==> src/rtl/fb_sprite_blitter.sv <==
// Copies a sprite from SRAM into the 320x240 video buffer, one pixel per clock, skipping KEY_COLOR and clipping at the edges.
// Latency: w*h+2 cycles after start (1 for empty or offscreen). There is no backpressure; start is ignored while busy.
module fb_sprite_blitter #(
  parameter int DATA_WIDTH = 12,
  parameter int ADDR_WIDTH = 18,
  parameter int VBUF_W = 320,
  parameter int VBUF_H = 240,
  parameter logic [DATA_WIDTH-1:0] KEY_COLOR = 12'h0F0
) (
  input  logic                  clk,
  input  logic                  reset,
  input  logic                  start,
  input  logic [ADDR_WIDTH-1:0] src_base,
  input  logic [6:0]            spr_w,
  input  logic [5:0]            spr_h,
  input  logic [8:0]            dst_x,
  input  logic [7:0]            dst_y,
  output logic                  busy,
  output logic                  done,
  output logic                  rd_en,
  output logic [ADDR_WIDTH-1:0] rd_addr,
  input  logic [DATA_WIDTH-1:0] rd_data,
  output logic                  wr_en,
  output logic [ADDR_WIDTH-1:0] wr_addr,
  output logic [DATA_WIDTH-1:0] wr_data
);

  typedef enum logic [1:0] {IDLE, RUN, DRAIN, DONE} state_t;

  state_t state, state_nxt;

  logic [6:0] w;
  logic [5:0] h;
  logic [9:0] dx;
  logic [8:0] dy;
  logic [6:0] col;
  logic [5:0] row;
  logic [9:0] cur_x;
  logic [8:0] cur_y;
  logic       last_pix;
  logic       empty;

  logic                  p_vld;
  logic                  p_inb;
  logic [ADDR_WIDTH-1:0] p_addr;

  // Widened coordinates: a sprite hanging past the edge can never wrap back on-screen.
  assign cur_x    = dx + {3'b000, col};
  assign cur_y    = dy + {3'b000, row};
  assign last_pix = (col == w - 7'd1) && (row == h - 6'd1);
  assign empty    = (spr_w == 7'd0) || (spr_h == 6'd0) ||
                    ({1'b0, dst_x} >= 10'(VBUF_W)) || ({1'b0, dst_y} >= 9'(VBUF_H));

  always_ff @(posedge clk) begin
    if (reset) state <= IDLE;
    else       state <= state_nxt;
  end

  always_comb begin
    state_nxt = state;
    case (state)
      IDLE:    if (start) state_nxt = empty ? DONE : RUN;
      RUN:     if (last_pix) state_nxt = DRAIN;
      DRAIN:   state_nxt = DONE;
      DONE:    state_nxt = IDLE;
      default: state_nxt = IDLE;
    endcase
  end

  always_ff @(posedge clk) begin
    if (reset) begin
      w       <= '0;
      h       <= '0;
      dx      <= '0;
      dy      <= '0;
      col     <= '0;
      row     <= '0;
      rd_addr <= '0;
      p_vld   <= 1'b0;
      p_inb   <= 1'b0;
      p_addr  <= '0;
    end else begin
      p_vld <= (state == RUN);
      if (state == IDLE && start) begin
        w       <= spr_w;
        h       <= spr_h;
        dx      <= {1'b0, dst_x};
        dy      <= {1'b0, dst_y};
        col     <= '0;
        row     <= '0;
        rd_addr <= src_base;
      end else if (state == RUN) begin
        // Destination travels one stage behind the read to meet the returning data.
        p_inb   <= (cur_x < 10'(VBUF_W)) && (cur_y < 9'(VBUF_H));
        p_addr  <= ADDR_WIDTH'(cur_y) * ADDR_WIDTH'(VBUF_W) + ADDR_WIDTH'(cur_x);
        rd_addr <= rd_addr + 1'b1;
        if (col == w - 7'd1) begin
          col <= '0;
          row <= row + 6'd1;
        end else begin
          col <= col + 7'd1;
        end
      end
    end
  end

  assign busy    = (state != IDLE);
  assign done    = (state == DONE);
  assign rd_en   = (state == RUN);
  assign wr_en   = p_vld && p_inb && (rd_data != KEY_COLOR);
  assign wr_addr = p_addr;
  assign wr_data = rd_data;

endmodule
==> config.mk <==
export PLATFORM = sky130hd
export DESIGN_NAME = fb_sprite_blitter
export DESIGN_NICKNAME = d
export VERILOG_FILES = /design/src/rtl/fb_sprite_blitter.sv
export SDC_FILE = /design/constraint.sdc
export NUM_CORES = 1
export LEC_CHECK = 0
export ABC_CLOCK_PERIOD_IN_PS = 3600
export CAP_MARGIN = 15
export CELL_PAD_IN_SITES_DETAIL_PLACEMENT = 0
export CELL_PAD_IN_SITES_GLOBAL_PLACEMENT = 2
export CORE_UTILIZATION = 27
export DETAILED_ROUTE_END_ITERATION = 6
export PLACE_DENSITY_LB_ADDON = 0.1
export SETUP_SLACK_MARGIN = 0.3
export SLEW_MARGIN = 20
export SYNTH_ARGS = -nofsm -noshare
export SYNTH_HDL_FRONTEND = slang
export SYNTH_SLANG_ARGS = --single-unit
==> constraint.sdc <==
create_clock -name clk -period 3.6 [get_ports clk]
set_input_delay 0.72 -clock clk [delete_from_list [all_inputs] [get_ports clk]]
set_output_delay 0.72 -clock clk [all_outputs]
set_load 0.05 [all_outputs]
Yosys cells after proc, flatten, opt, wreduce, memory -nomap -nowiden
Cells that the tools add are included.
- input port bits: 63
- output and inout port bits: 52
- logic and storage cells: 57
- flip-flop bits (word level): 83
- muxes and demuxes: 7
- bitwise gates (word level): 1
- $add $sub $neg: 8
- reductions and logical operators: 17
- multiply operators: 1
- order comparisons: 4
- equality and inequality tests: 8
- operators by type and width (cell ; number):
    18-bit 2-to-1 mux ; 2
    18-bit by 1-bit adder with 18-bit output (second input constant) ; 1
    18-bit by 10-bit adder with 18-bit output ; 1
    9-bit by 3-bit multiplier with 12-bit output (second input constant) ; 1
    12-bit by 8-bit inequality test with 1-bit output (second input constant) ; 1
    9-bit by 7-bit adder with 10-bit output ; 1
    10-bit by 9-bit less-than comparator with 1-bit output (second input constant) ; 1
    8-bit by 6-bit adder with 9-bit output ; 1
    9-bit greater-or-equal comparator (second input constant) ; 1
    9-bit by 8-bit less-than comparator with 1-bit output (second input constant) ; 1
    8-bit greater-or-equal comparator (second input constant) ; 1
    2-bit one-hot mux with 4 select lines ; 1
    7-bit by 1-bit adder with 7-bit output (second input constant) ; 1
    7-bit equality test ; 1
    7-bit logical NOT ; 1
    7-bit 2-to-1 mux ; 1
    7-bit by 1-bit subtractor with 7-bit output (second input constant) ; 1
    6-bit by 1-bit adder with 6-bit output (second input constant) ; 1
    6-bit equality test ; 1
    6-bit logical NOT ; 1
    2-bit 2-to-1 mux ; 3
    2-bit AND reduction ; 3
    6-bit by 1-bit subtractor with 6-bit output (second input constant) ; 1
    1-bit logical AND ; 5
    9 further kinds ; 13

Longest topological paths before layout
- word-level depth: 7
- mapped depth: 19
- mapped depth without buffers: 19

Worst setup path before layout
OpenSTA, ideal clock, no wires.
- path type: reg2reg
- start: register row[0]
- end: register p_addr[17] (netlist: wr_addr[17])
- clock period less this slack: 3.687 ns
- setup time: 0.091 ns
- stages on the path, launching flop included: 15
- required time: 3.509 ns
- data arrival time: 3.596 ns
- path slack: -0.087 ns
- path buffers: 0
- cells stage by stage: dfxtp_1 -> ha_1 -> fa_1 -> a21o_1 -> a21oi_1 -> xor2_1 -> xnor2_1 -> ha_1 -> a21o_1 -> a21oi_1 -> xnor2_1 -> and3_1 -> and3_1 -> or3b_1 -> a311oi_1
- cells in the longest elaborated chain, start to end: 3
- ends and longest elaborated chain (element ; RTL line ; RTL):
    start, declared ; 37 ; logic [5:0] row;
    start signal, assigned ; 99 ; row <= row + 6'd1;
    8-bit by 6-bit adder with 9-bit output ; 49 ; assign cur_y = dy + {3'b000, row};
    9-bit by 3-bit multiplier with 12-bit output ; 95 ; p_addr <= ADDR_WIDTH'(cur_y) * ADDR_WIDTH'(VBUF_W) + ADDR_WIDTH'(cur_x);
    18-bit by 10-bit adder with 18-bit output ; 95 ;
    end signal, assigned ; 95 ;
    end, declared ; 45 ; logic [ADDR_WIDTH-1:0] p_addr;
No other way between the ends.
A chain may end at the register's enable or synchronous reset.

Final worst setup path
Ends and elaborated chain as after synthesis.

==> qor.csv <==
metric,value,unit
mean post-synth cell area,8.27,sq um
synthesized area,5120,sq um
Worst Hold Class,reg2reg,
normalized max-slew margin,58.7,%
Slew Limit Fails,0,
Post-DP HPWL,10500,um
CTS sink count,83,
crit path time final,3540,ps
area of the multi-input gates,3510,sq um
Leak,2.88,nW
port bufs,114,
ANT cells,0,
NumNets Final,857,
number of synthesized flops with an enable pin,0,
Iter 0 DRT Violations,160,
total core area,18600,sq um
Clock Skews,8.62,ps
"Slowest-stage cell, CP",or3b_1,
sequential share of the synthesized area,32.4,%
FF/Latch Area,1670,sq um
CP cell instances,ha_4 -> fa_2 -> a21o_1 -> a21oi_2 -> buf_4 -> xor2_4 -> xnor2_2 -> ha_1 -> a211o_1 -> o211ai_1 -> a21oi_2 -> a211oi_2 -> and3_4 -> or3b_1 -> a311oi_1,
RSZ-0062 raised after global routing,true,
"commonest non-fill, non-tap cells in the layout","clkdlybuf4s50_1, nand2_1, dfxtp_1",
Main synth FF type,dfxtp_1,
first-pass GRT wire length,23300,um
Final Cycle Share,98.4,%
Syn Inst Count,619,
final setup vio count,0,
area grow syn2layout,43.5,%
WS Path Type,reg2reg,
CTS H-Tree Depth,3,
asr flop ratio synth,0,%
final hold slack,463,ps
Hold Buf Count CTS,0,
Placer Congestion,0.782,
Via-to-Cell Ratio,4.76,
Die ar.,19500,sq um
layout cells sized above 1,16.6,%
clock buffer depth,2,
CTS root buf,clkbuf_16,
Setup TNS,0,ps
die height,140,um
Register-to-Register Path Depth,15,
row count,50,
run status,"complete, no violations",
Setup crit end kind,flop,
Peak VDD IR,0.000288,V
vias post-DR,4707,
WL/cell,14.3,um
grt ovf,0,
total power,4.09,mW
WL final,14200,um
Worst Path Max Fanout,3,
TritonCTS clock tree,yes,
number of I/O pins,115,
Total GRT Usage,15.0,%
Yosys warning count,0,
WHS Path Cells,2,
Final Hold Fails,0,
crit-path max cell delay,340,ps
"Distinct cells, synth",56,
pwr/cell area,556,nW/um^2
arrival time worst endpoint,3790,ps
Clock Latency Late Sink,340,ps
"commonest non-fill, non-tap cell in the layout",clkdlybuf4s50_1,
"Req. time, crit path",3850,ps
Final Instance Count excl. Fillers,989,
Num CTS Buffers,9,
Chip Width,140,um
largest net degree at the start of global routing,46,
post-route ant nets,0,
most used cell along the critical path,a21oi_2,
vias in the first global route,4617,
Synth Register Bits,83,
dpl cells,955,
max-cap violations,0,
critical path startpoint category,flop,
Max Fclk,282,MHz
DRT Pass-1 Iters,4,
fill count,1925,
initial core utilization,27.5,%
Slew @ Worst Pin,620,ps
initial antenna violation count,0,
Mapped Nets,724,
DRC Markers,0,
"Reg clk slew, reported paths",60,ps
Finished Core Util,39.4,%
## worst max-delay path: cells and delay by family (launching register included)
| family | cells | cell delay, ps |
|---|---|---|
| flip-flops | 1 | 330 |
| XOR/XNOR | 2 | 320 |
| AND/OR/NAND/NOR | 2 | 540 |
| buffers and inverters | 1 | 160 |
| AO/OA/AOI/OAI | 7 | 1330 |
| adder cells (fa/ha/maj) | 3 | 770 |
## synth_stat cells, drive strengths merged (2+ instances only)
master,number,area [sq um]
o21bai,4,30.0
a21boi,3,22.5
nor4,3,18.8
o21ai,16,80.1
a21o,8,60.1
a311oi,3,26.3
nor3,8,40.0
ha,38,475
clkbuf,22,82.6
nand4,10,62.6
nand3,13,65.1
xnor2,40,350
xor2,28,245
dfxtp,83,1660
nand2,81,312
fa,4,80.1
and3,5,31.3
mux2,2,22.5
a211o,3,26.3
o211ai,6,45.0
and2,4,25.0
mux2i,13,130
nor2b,8,50.1
or4,4,33.8
or3,3,18.8
o21a,4,30.0
buf,18,113
a31oi,3,18.8
nor2,66,248
a211oi,29,230
o22ai,2,12.5
inv,19,71.3
nor4b,3,26.3
nand2b,4,25.0
a21oi,45,225
## path summary, 6_finish.rpt
kind	start	endpoint	slack (ps)
hold / removal	dx[6]$_SDFFE_PP0P_	dx[6]$_SDFFE_PP0P_	460
hold reg to reg	dx[6]$_SDFFE_PP0P_	dx[6]$_SDFFE_PP0P_	460
setup / recovery	row[0]$_SDFFE_PP0P_	wr_addr[17]$_SDFFE_PP0P_	60
setup reg to reg	row[0]$_SDFFE_PP0P_	wr_addr[17]$_SDFFE_PP0P_	60
## what timing repair did
action,in CTS,in global routing
endpoints found under the setup margin,4,7
gates resized for setup,29,32
cloned,0,0
buffers inserted,11,9
pin swaps,30,44
## power breakdown
part	internal, mW	leakage, nW	total (mW)	switching, mW
sequential	1.09	0.683	1.26	0.162
combinational	0.756	2.05	1.90	1.14
clock	0.550	0.144	0.933	0.383
total	2.40	2.88	4.09	1.69
## per-stage QoR
step	instance area, sq um	worst slack (ps)
after global routing	7350	-129
after detailed placement	6620	-50.4
after global placement	6620	-10.9
after floorplan	5170	114
after CTS	7110	30.3
final	7350	58.9
## flip-flops by register name, summed over array words and instances, names as in the netlist
signal and flops:
col 7, dx 9, dy 8, h 6, p_inb 1, p_vld 1
rd_addr 18, row 6, state 2, w 7, wr_addr 18
## kinds of logic (layout without fill, tap and decap cells)
kind of cell | Yosys count | count (layout) | share of synthesized area [%]
buffers and inverters | 59 | 195 | 5.20
AO/OA/AOI/OAI | 135 | 135 | 17.4
AND/OR/NAND/NOR | 217 | 217 | 19.5
XOR/XNOR | 68 | 68 | 11.6
multiplexers | 15 | 15 | 2.98
flip-flops | 83 | 83 | 32.4
adder cells (fa/ha/maj) | 42 | 42 | 10.8
## per-layer routing
layer	vias up	GRT usage (%)	wire [um]
met5	-	0	0
met4	0	5.96	297
met3	18	3.03	612
met2	118	24.5	6320
met1	2166	19.3	6930
li1	2405	-	-
## cell type report
| class | instances | area share [%] |
|---|---|---|
| sequential | 83 | 22.8 |
| timing repair buffer | 162 | 20.6 |
| inverter | 19 | 0.970 |
| clock buffer | 10 | 3.25 |
| clock inverter | 4 | 0.715 |
| tap | 234 | 3.98 |
| multi-input combinational | 477 | 47.8 |
No activity file was read; power rests on OpenSTA's default activity.
